$ cat src/rtl/dmem_port_arbiter_pkg.sv
// Shared encodings for the fetch/MEM memory port arbiter.
package dmem_port_arbiter_pkg;

  typedef enum logic [1:0] {
    SzByte = 2'b00,
    SzHalf = 2'b01,
    SzWord = 2'b10
  } access_size_e;

  typedef enum logic {
    StIdle = 1'b0,
    StBusy = 1'b1
  } arb_state_e;

  typedef enum logic {
    OwnIf = 1'b0,
    OwnDm = 1'b1
  } owner_e;

endpackage

$ cat src/rtl/dmem_port_arbiter_rr.sv
// Two-requester round-robin grant; the last-winner flag advances on every grant.
module dmem_port_arbiter_rr (
  input  logic clk,
  input  logic reset,
  input  logic en,
  input  logic req_if,
  input  logic req_dm,
  output logic gnt_if,
  output logic gnt_dm
);

  logic last_dm_q;

  // On conflict the requester that did not win last time goes first.
  always_comb begin
    gnt_dm = en & req_dm & (~req_if | ~last_dm_q);
    gnt_if = en & req_if & (~req_dm | last_dm_q);
  end

  always_ff @(posedge clk) begin
    if (reset) begin
      last_dm_q <= 1'b0;
    end else if (gnt_if | gnt_dm) begin
      last_dm_q <= gnt_dm;
    end
  end

endmodule

$ cat src/rtl/dmem_port_arbiter.sv
// Shares one single-ported memory between instruction fetch and the MEM stage,
// counting a fixed read latency and returning a response pulse to the winner.
module dmem_port_arbiter
  import dmem_port_arbiter_pkg::*;
#(
  parameter int unsigned LAT = 2,
  parameter int unsigned CW  = 4
) (
  input  logic        clk,
  input  logic        reset,
  input  logic        if_req,
  input  logic [31:0] if_addr,
  output logic        if_gnt,
  output logic        if_rvalid,
  output logic [31:0] if_rdata,
  input  logic        dm_req,
  input  logic [31:0] dm_addr,
  input  logic [31:0] dm_wdata,
  input  logic        dm_we,
  input  logic [1:0]  dm_size,
  input  logic        dm_rdun,
  output logic        dm_gnt,
  output logic        dm_rvalid,
  output logic [31:0] dm_rdata,
  output logic [31:0] mem_address,
  output logic [31:0] mem_data_in,
  output logic        mem_w_enable,
  output logic [1:0]  mem_access_size,
  output logic        mem_rdun,
  input  logic [31:0] mem_data_out,
  output logic        busy
);

  arb_state_e      state_q, state_d;
  logic [CW-1:0]   cnt_q, cnt_d;
  owner_e          owner_q, owner_d;
  logic            store_q, store_d;
  logic [31:0]     addr_d, wdata_d, if_rdata_d, dm_rdata_d;
  logic [1:0]      size_d;
  logic            rdun_d, we_d, if_rvalid_d, dm_rvalid_d;

  dmem_port_arbiter_rr u_rr (
    .clk    (clk),
    .reset  (reset),
    .en     (state_q == StIdle),
    .req_if (if_req),
    .req_dm (dm_req),
    .gnt_if (if_gnt),
    .gnt_dm (dm_gnt)
  );

  assign busy = (state_q == StBusy);

  always_comb begin
    state_d     = state_q;
    cnt_d       = cnt_q;
    owner_d     = owner_q;
    store_d     = store_q;
    addr_d      = mem_address;
    wdata_d     = mem_data_in;
    size_d      = mem_access_size;
    rdun_d      = mem_rdun;
    we_d        = 1'b0;
    if_rvalid_d = 1'b0;
    dm_rvalid_d = 1'b0;
    if_rdata_d  = if_rdata;
    dm_rdata_d  = dm_rdata;
    case (state_q)
      StIdle: begin
        if (dm_gnt) begin
          state_d = StBusy;
          cnt_d   = CW'(LAT);
          owner_d = OwnDm;
          store_d = dm_we;
          addr_d  = dm_addr;
          wdata_d = dm_wdata;
          size_d  = dm_size;
          rdun_d  = dm_rdun;
          we_d    = dm_we;
        end else if (if_gnt) begin
          state_d = StBusy;
          cnt_d   = CW'(LAT);
          owner_d = OwnIf;
          store_d = 1'b0;
          addr_d  = if_addr;
          wdata_d = 32'h0;
          size_d  = SzWord;
          rdun_d  = 1'b0;
        end
      end
      StBusy: begin
        cnt_d = cnt_q - CW'(1);
        if (cnt_q == CW'(1)) begin
          state_d = StIdle;
          if (owner_q == OwnDm) begin
            dm_rvalid_d = 1'b1;
            dm_rdata_d  = store_q ? 32'h0 : mem_data_out;
          end else begin
            if_rvalid_d = 1'b1;
            if_rdata_d  = mem_data_out;
          end
        end
      end
      default: state_d = StIdle;
    endcase
  end

  always_ff @(posedge clk) begin
    if (reset) begin
      state_q         <= StIdle;
      cnt_q           <= '0;
      owner_q         <= OwnIf;
      store_q         <= 1'b0;
      mem_address     <= 32'h0;
      mem_data_in     <= 32'h0;
      mem_access_size <= 2'b00;
      mem_rdun        <= 1'b0;
      mem_w_enable    <= 1'b0;
      if_rvalid       <= 1'b0;
      dm_rvalid       <= 1'b0;
      if_rdata        <= 32'h0;
      dm_rdata        <= 32'h0;
    end else begin
      state_q         <= state_d;
      cnt_q           <= cnt_d;
      owner_q         <= owner_d;
      store_q         <= store_d;
      mem_address     <= addr_d;
      mem_data_in     <= wdata_d;
      mem_access_size <= size_d;
      mem_rdun        <= rdun_d;
      mem_w_enable    <= we_d;
      if_rvalid       <= if_rvalid_d;
      dm_rvalid       <= dm_rvalid_d;
      if_rdata        <= if_rdata_d;
      dm_rdata        <= dm_rdata_d;
    end
  end

endmodule

$ cat config.mk
export PLATFORM = sky130hd
export DESIGN_NAME = dmem_port_arbiter
export DESIGN_NICKNAME = d
export VERILOG_FILES = /design/src/rtl/dmem_port_arbiter_pkg.sv /design/src/rtl/dmem_port_arbiter_rr.sv /design/src/rtl/dmem_port_arbiter.sv
export SDC_FILE = /design/constraint.sdc
export NUM_CORES = 1
export LEC_CHECK = 0
export CORE_MARGIN = 3
export CORE_UTILIZATION = 40
export DETAILED_ROUTE_END_ITERATION = 7
export GPL_ROUTABILITY_DRIVEN = 0
export GPL_TIMING_DRIVEN = 0
export PLACE_DENSITY = 0.8
export SLEW_MARGIN = 30
export SYNTH_ARGS = -nofsm -noshare
export SYNTH_HDL_FRONTEND = slang
export SYNTH_SLANG_ARGS = --single-unit
$ cat constraint.sdc
create_clock -name clk -period 2.2 [get_ports clk]
set_input_delay 0.44 -clock clk [delete_from_list [all_inputs] [get_ports clk]]
set_output_delay 0.44 -clock clk [all_outputs]
set_load 0.005 [all_outputs]
== Word level (Yosys, flattened, before mapping) ==
Cells that the tools add are included.
Storage, ports and cells
  bits in registers: 142
  bits of input ports: 136
  output and inout bits: 137
  logic and storage cells: 57
Cells by class
  add/sub/neg operators: 1
  equal/unequal tests: 2
  muxes and demuxes: 20
  bitwise operators: 14
  reductions and logical operators: 6
Operators by type and width (count)
  $mux W32: 5
  $mux W1: 9
  $mux W4: 2
  $pmux W4 S2: 1
  $not A1 Y1: 7
  $reduce_and A3 Y1: 2
  $reduce_or A3 Y1: 2
  $and A1 B1 Y1: 4
  $eq A4 B1 Y1 const B: 1
  $mux W2: 2
  $sub A4 B1 Y4 const B: 1
  $ne A3 B3 Y1 const B: 1
  $or A1 B1 Y1: 3
  $pmux W1 S2: 1
  $reduce_and A2 Y1: 1
  $reduce_bool A2 Y1: 1

== Logic depth before layout (Yosys ltp) ==
  word-level depth: 6
  mapped depth: 7
  mapped depth without buffers: 5

== Hierarchy ==
Synthesis repeated with hierarchy kept, for this count alone.
Second synthesis, totals
  cells, all modules: 564
  area, all modules: 5452.7 um^2
By module, submodules not included
  dmem_port_arbiter: times used 1, cells an instance 556, area each 5397.7 um^2, sequential area each 2822.7 um^2
  dmem_port_arbiter_rr: times used 1, cells an instance 8, area each 55.1 um^2, sequential area each 20.0 um^2

== Worst setup path before layout ==
Ideal clock, no wire load.
  path kind: input to output
  start point: input dm_req
  end point: output if_gnt
  arrival time: 1.104 ns
  data required time: 1.760 ns
  slack: 0.656 ns
  stages on the path: 4
  buffers on the path: 2
  cell sequence: buf_2 -> clkbuf_1 -> nor2b_1 -> nor3b_1
Between the ends
  word-level cells in the longest chain between the ends: 3
Ends and longest elaborated chain
  from (decl): line dmem_port_arbiter.sv:16  | input logic dm_req,
  $not A1 Y1: line dmem_port_arbiter_rr.sv:17  | gnt_if = en & req_if & (~req_dm | last_dm_q);
  $or A1 B1 Y1: line dmem_port_arbiter_rr.sv:17
  $and A1 B1 Y1: line dmem_port_arbiter_rr.sv:17
  to (decl): line dmem_port_arbiter.sv:13  | output logic if_gnt,
No other way between the ends.

== Final worst setup path ==
Same ends and word-level chain as after synthesis.

==> impl_metrics.json <==
{
  "status": "completed",
  "p_int_mw": 5.12,
  "cts_tree": "done",
  "syn_inst": 615,
  "synthSimpleGateAreaFrac_pct": 12.7,
  "path_max_fanout": 19,
  "rows": 42,
  "hpwl_um": 14800,
  "core_mm2": 0.0136,
  "drc_errors": 0,
  "grt_pass1_wl_um": 31300,
  "synth_top_family_by_area": "compound AO/OA/AOI/OAI gates",
  "synth_fp_nets": 753,
  "die_x_um": 125,
  "critPathLaunchType": "input port",
  "dp_cells": 1062,
  "grt_setup_unrepaired": "false",
  "path_clk_slew_ps": 60,
  "peakVddDrop_uv": 512,
  "cts_root_buf": "clkbuf_16",
  "synth-compound-area-share_pct": 28.5,
  "final_nets": 1043,
  "num_io_pins": 273,
  "cts_hold_buf": 0,
  "power_frac_comb_pct": 15.9,
  "finalSetupViolCount": 0,
  "critPathTopFamily": "buffers and inverters",
  "wire_per_inst_um": 18.4,
  "synth.distinct_cells": 38,
  "cts.sinks": 142,
  "power_switching_share_pct": 24.6,
  "clock_latency_ps": 420,
  "max_slew_margin_pct": 53.7,
  "arrival_ps": 1600,
  "critPathMaxStageDelay_ps": 440,
  "area_growth_pct": 62.5,
  "hold_viol_final": 0,
  "cp.buffers_inverters": 3,
  "period_needed_ps": 2040,
  "p_sw_mw": 1.67,
  "skew_ps": 7.88,
  "pwr_density_cell_mw_per_mm2": 736,
  "yosysSeqAreaShare_pct": 50.0,
  "cts_buffer_depth": 2,
  "cp.required_ps": 1760,
  "syn-cell-area_mm2": 0.00568,
  "cap_violations": 0,
  "initial_utilization_pct": 41.9,
  "antenna_found_initial": 1,
  "fin_area_mm2": 0.00924,
  "synthAdderAreaFrac_pct": 0.440,
  "dr_total_vias": 6057,
  "syn_area_per_cell_um2": 9.24,
  "end_kind": "output port",
  "die_area_mm2": 0.0157,
  "max_freq_mhz": 491,
  "final_common_cell": "clkdlybuf4s50_1",
  "stdcell_count": 1095,
  "layout-drive-gt1-share_pct": 7.41,
  "antenna_left": 0,
  "drtIter0Drc": 331,
  "port-buffer-count": 271,
  "power.leakage_nw": 3.33,
  "track_usage_pct": 24.6,
  "route.detailed.vias_per_inst": 5.53,
  "grt_pass1_vias": 5715,
  "finalCritPeriodShare_pct": 92.7,
  "path_class": "input port to output port",
  "power_frac_seq_pct": 40.9,
  "htreeDepth": 4,
  "grt-ovfl-total": 0,
  "yosysWarnings": 0,
  "crit_path_cell_trace": "clkdlybuf4s50_1, buf_4, nor2b_1, nor3b_1, clkbuf_2",
  "cp_slowest_cell": "clkdlybuf4s50_1",
  "slew_viol_final": 0,
  "ys_ff_latch": 142,
  "dr.pass1.iters": 5,
  "placed_area_mm2": 0.00862,
  "die_y_um": 125,
  "cts_made_buffers": 17,
  "finalSetupTns_ps": 0,
  "muxShareOfSynthArea_pct": 0,
  "wirelength_um": 20200,
  "layout_common_cells": "268 x clkdlybuf4s50_1, 142 x dfxtp_1, 68 x a21oi_1",
  "fillers": 1122,
  "min_path_type": "flop to flop",
  "yosys.area_share.xor_xnor_pct": 0,
  "p_clk_share_pct": 43.2,
  "grt_max_degree": 20,
  "worstMarginPinSlew_ps": 693,
  "final_util_pct": 68.1
}
through the flow:
step | setup WS, ps | hold WS (ps) | total power, mW
after floorplan | 656 | 466 | 3.25
after global placement | -508 | 456 | 3.89
after detailed placement | -498 | 458 | 3.90
after CTS | 4.16 | 473 | 6.83
after global routing | 48.3 | 484 | 7.04
final | 161 | 472 | 6.80
final timing paths:
path,slack [ps],from,cells after the start,end
setup reg to reg,290,cnt_q[1],7,dm_rdata[3]
hold reg to reg,470,mem_data_in[9],1,mem_data_in[9]
hold / removal,470,mem_data_in[9],1,mem_data_in[9]
setup / recovery,160,dm_req,5,if_gnt
routing by layer:
| layer | GRT usage, % | wire [um] | vias to the layer above |
|---|---|---|---|
| met5 | 0 | 0 | - |
| met4 | 9.89 | 597 | 0 |
| met3 | 6.18 | 1300 | 41 |
| met2 | 38.7 | 9480 | 268 |
| li1 | - | - | 2871 |
| met1 | 32.7 | 8790 | 2877 |
logic make-up after synthesis:
| logic type | after synthesis |
|---|---|
| adders and majority gates | 2 |
| DFF | 142 |
| buffers and inverters | 110 |
| AOI/OAI and AO/OA | 238 |
| and+or+nand+nor | 123 |
timing repair:
action	4_1_cts	5_1_grt
gates resized for setup	8	4
buffers inserted	2	0
cloned	0	0
setup endpoints to repair	2	1
worst reg2reg max path, cell delays in order, from the launching register on:
cell	delay [ps]
dfxtp_1	340
inv_1	60
ha_1	210
nand4bb_1	160
clkbuf_1	390
clkbuf_1	380
o21ai_0	170
a21oi_1	140
cell usage after synthesis, drive strengths merged:
| cell | n | share of area (%) |
|---|---|---|
| dfxtp | 142 | 50 |
| a21oi | 68 | 6.0 |
| a2111oi | 64 | 10 |
| o21ai | 64 | 5.6 |
| clkbuf | 46 | 3.1 |
| nor2 | 41 | 2.8 |
| inv | 37 | 2.4 |
| nand3 | 34 | 3.0 |
| a22o | 32 | 4.9 |
| nand4b | 32 | 4.9 |
| buf | 27 | 2.8 |
| a32oi | 3 | 0.46 |
| a21o | 2 | 0.26 |
| ha | 2 | 0.44 |
| nand2 | 2 | 0.18 |
| nor2b | 2 | 0.22 |
| nor3 | 2 | 0.18 |
| or2 | 2 | 0.22 |
| a211oi | 1 | 0.13 |
| a221oi | 1 | 0.15 |
| and2 | 1 | 0.11 |
| and3 | 1 | 0.11 |
| and3b | 1 | 0.15 |
| nand4bb | 1 | 0.20 |
| nor3b | 1 | 0.13 |
| nor4b | 1 | 0.15 |
| nor4bb | 1 | 0.18 |
| o21ba | 1 | 0.18 |
| o21bai | 1 | 0.13 |
| o31ai | 1 | 0.13 |
| or4b | 1 | 0.18 |
power by group through the flow:
stage	sequential [mW]	combinational [mW]	clock (mW)
floorplan	2.84	0.417	0
global placement	2.83	1.06	0
detailed placement	2.83	1.07	0
CTS	2.78	1.08	2.96
global route	2.80	1.17	3.07
finish	2.78	1.08	2.93
layout make-up:
cell class	count	area [um2]	area share, %
Antenna cell	1	2.50	0.0271
Buffer	71	327	3.54
Clock buffer	23	498	5.39
Clock inverter	9	108	1.17
Inverter	37	139	1.50
Multi-Input combinational cell	363	2380	25.8
Sequential cell	142	2840	30.8
Tap cell	176	220	2.38
Timing Repair Buffer	273	2720	29.5
state kept, by name (all words and copies together) (netlist names), 2 cells and up:
name	flops
dm_rdata	32
mem_access_size	2
cnt_q	4
if_rdata	32
mem_address	32
mem_data_in	32
(Power assumes the default switching activity.)
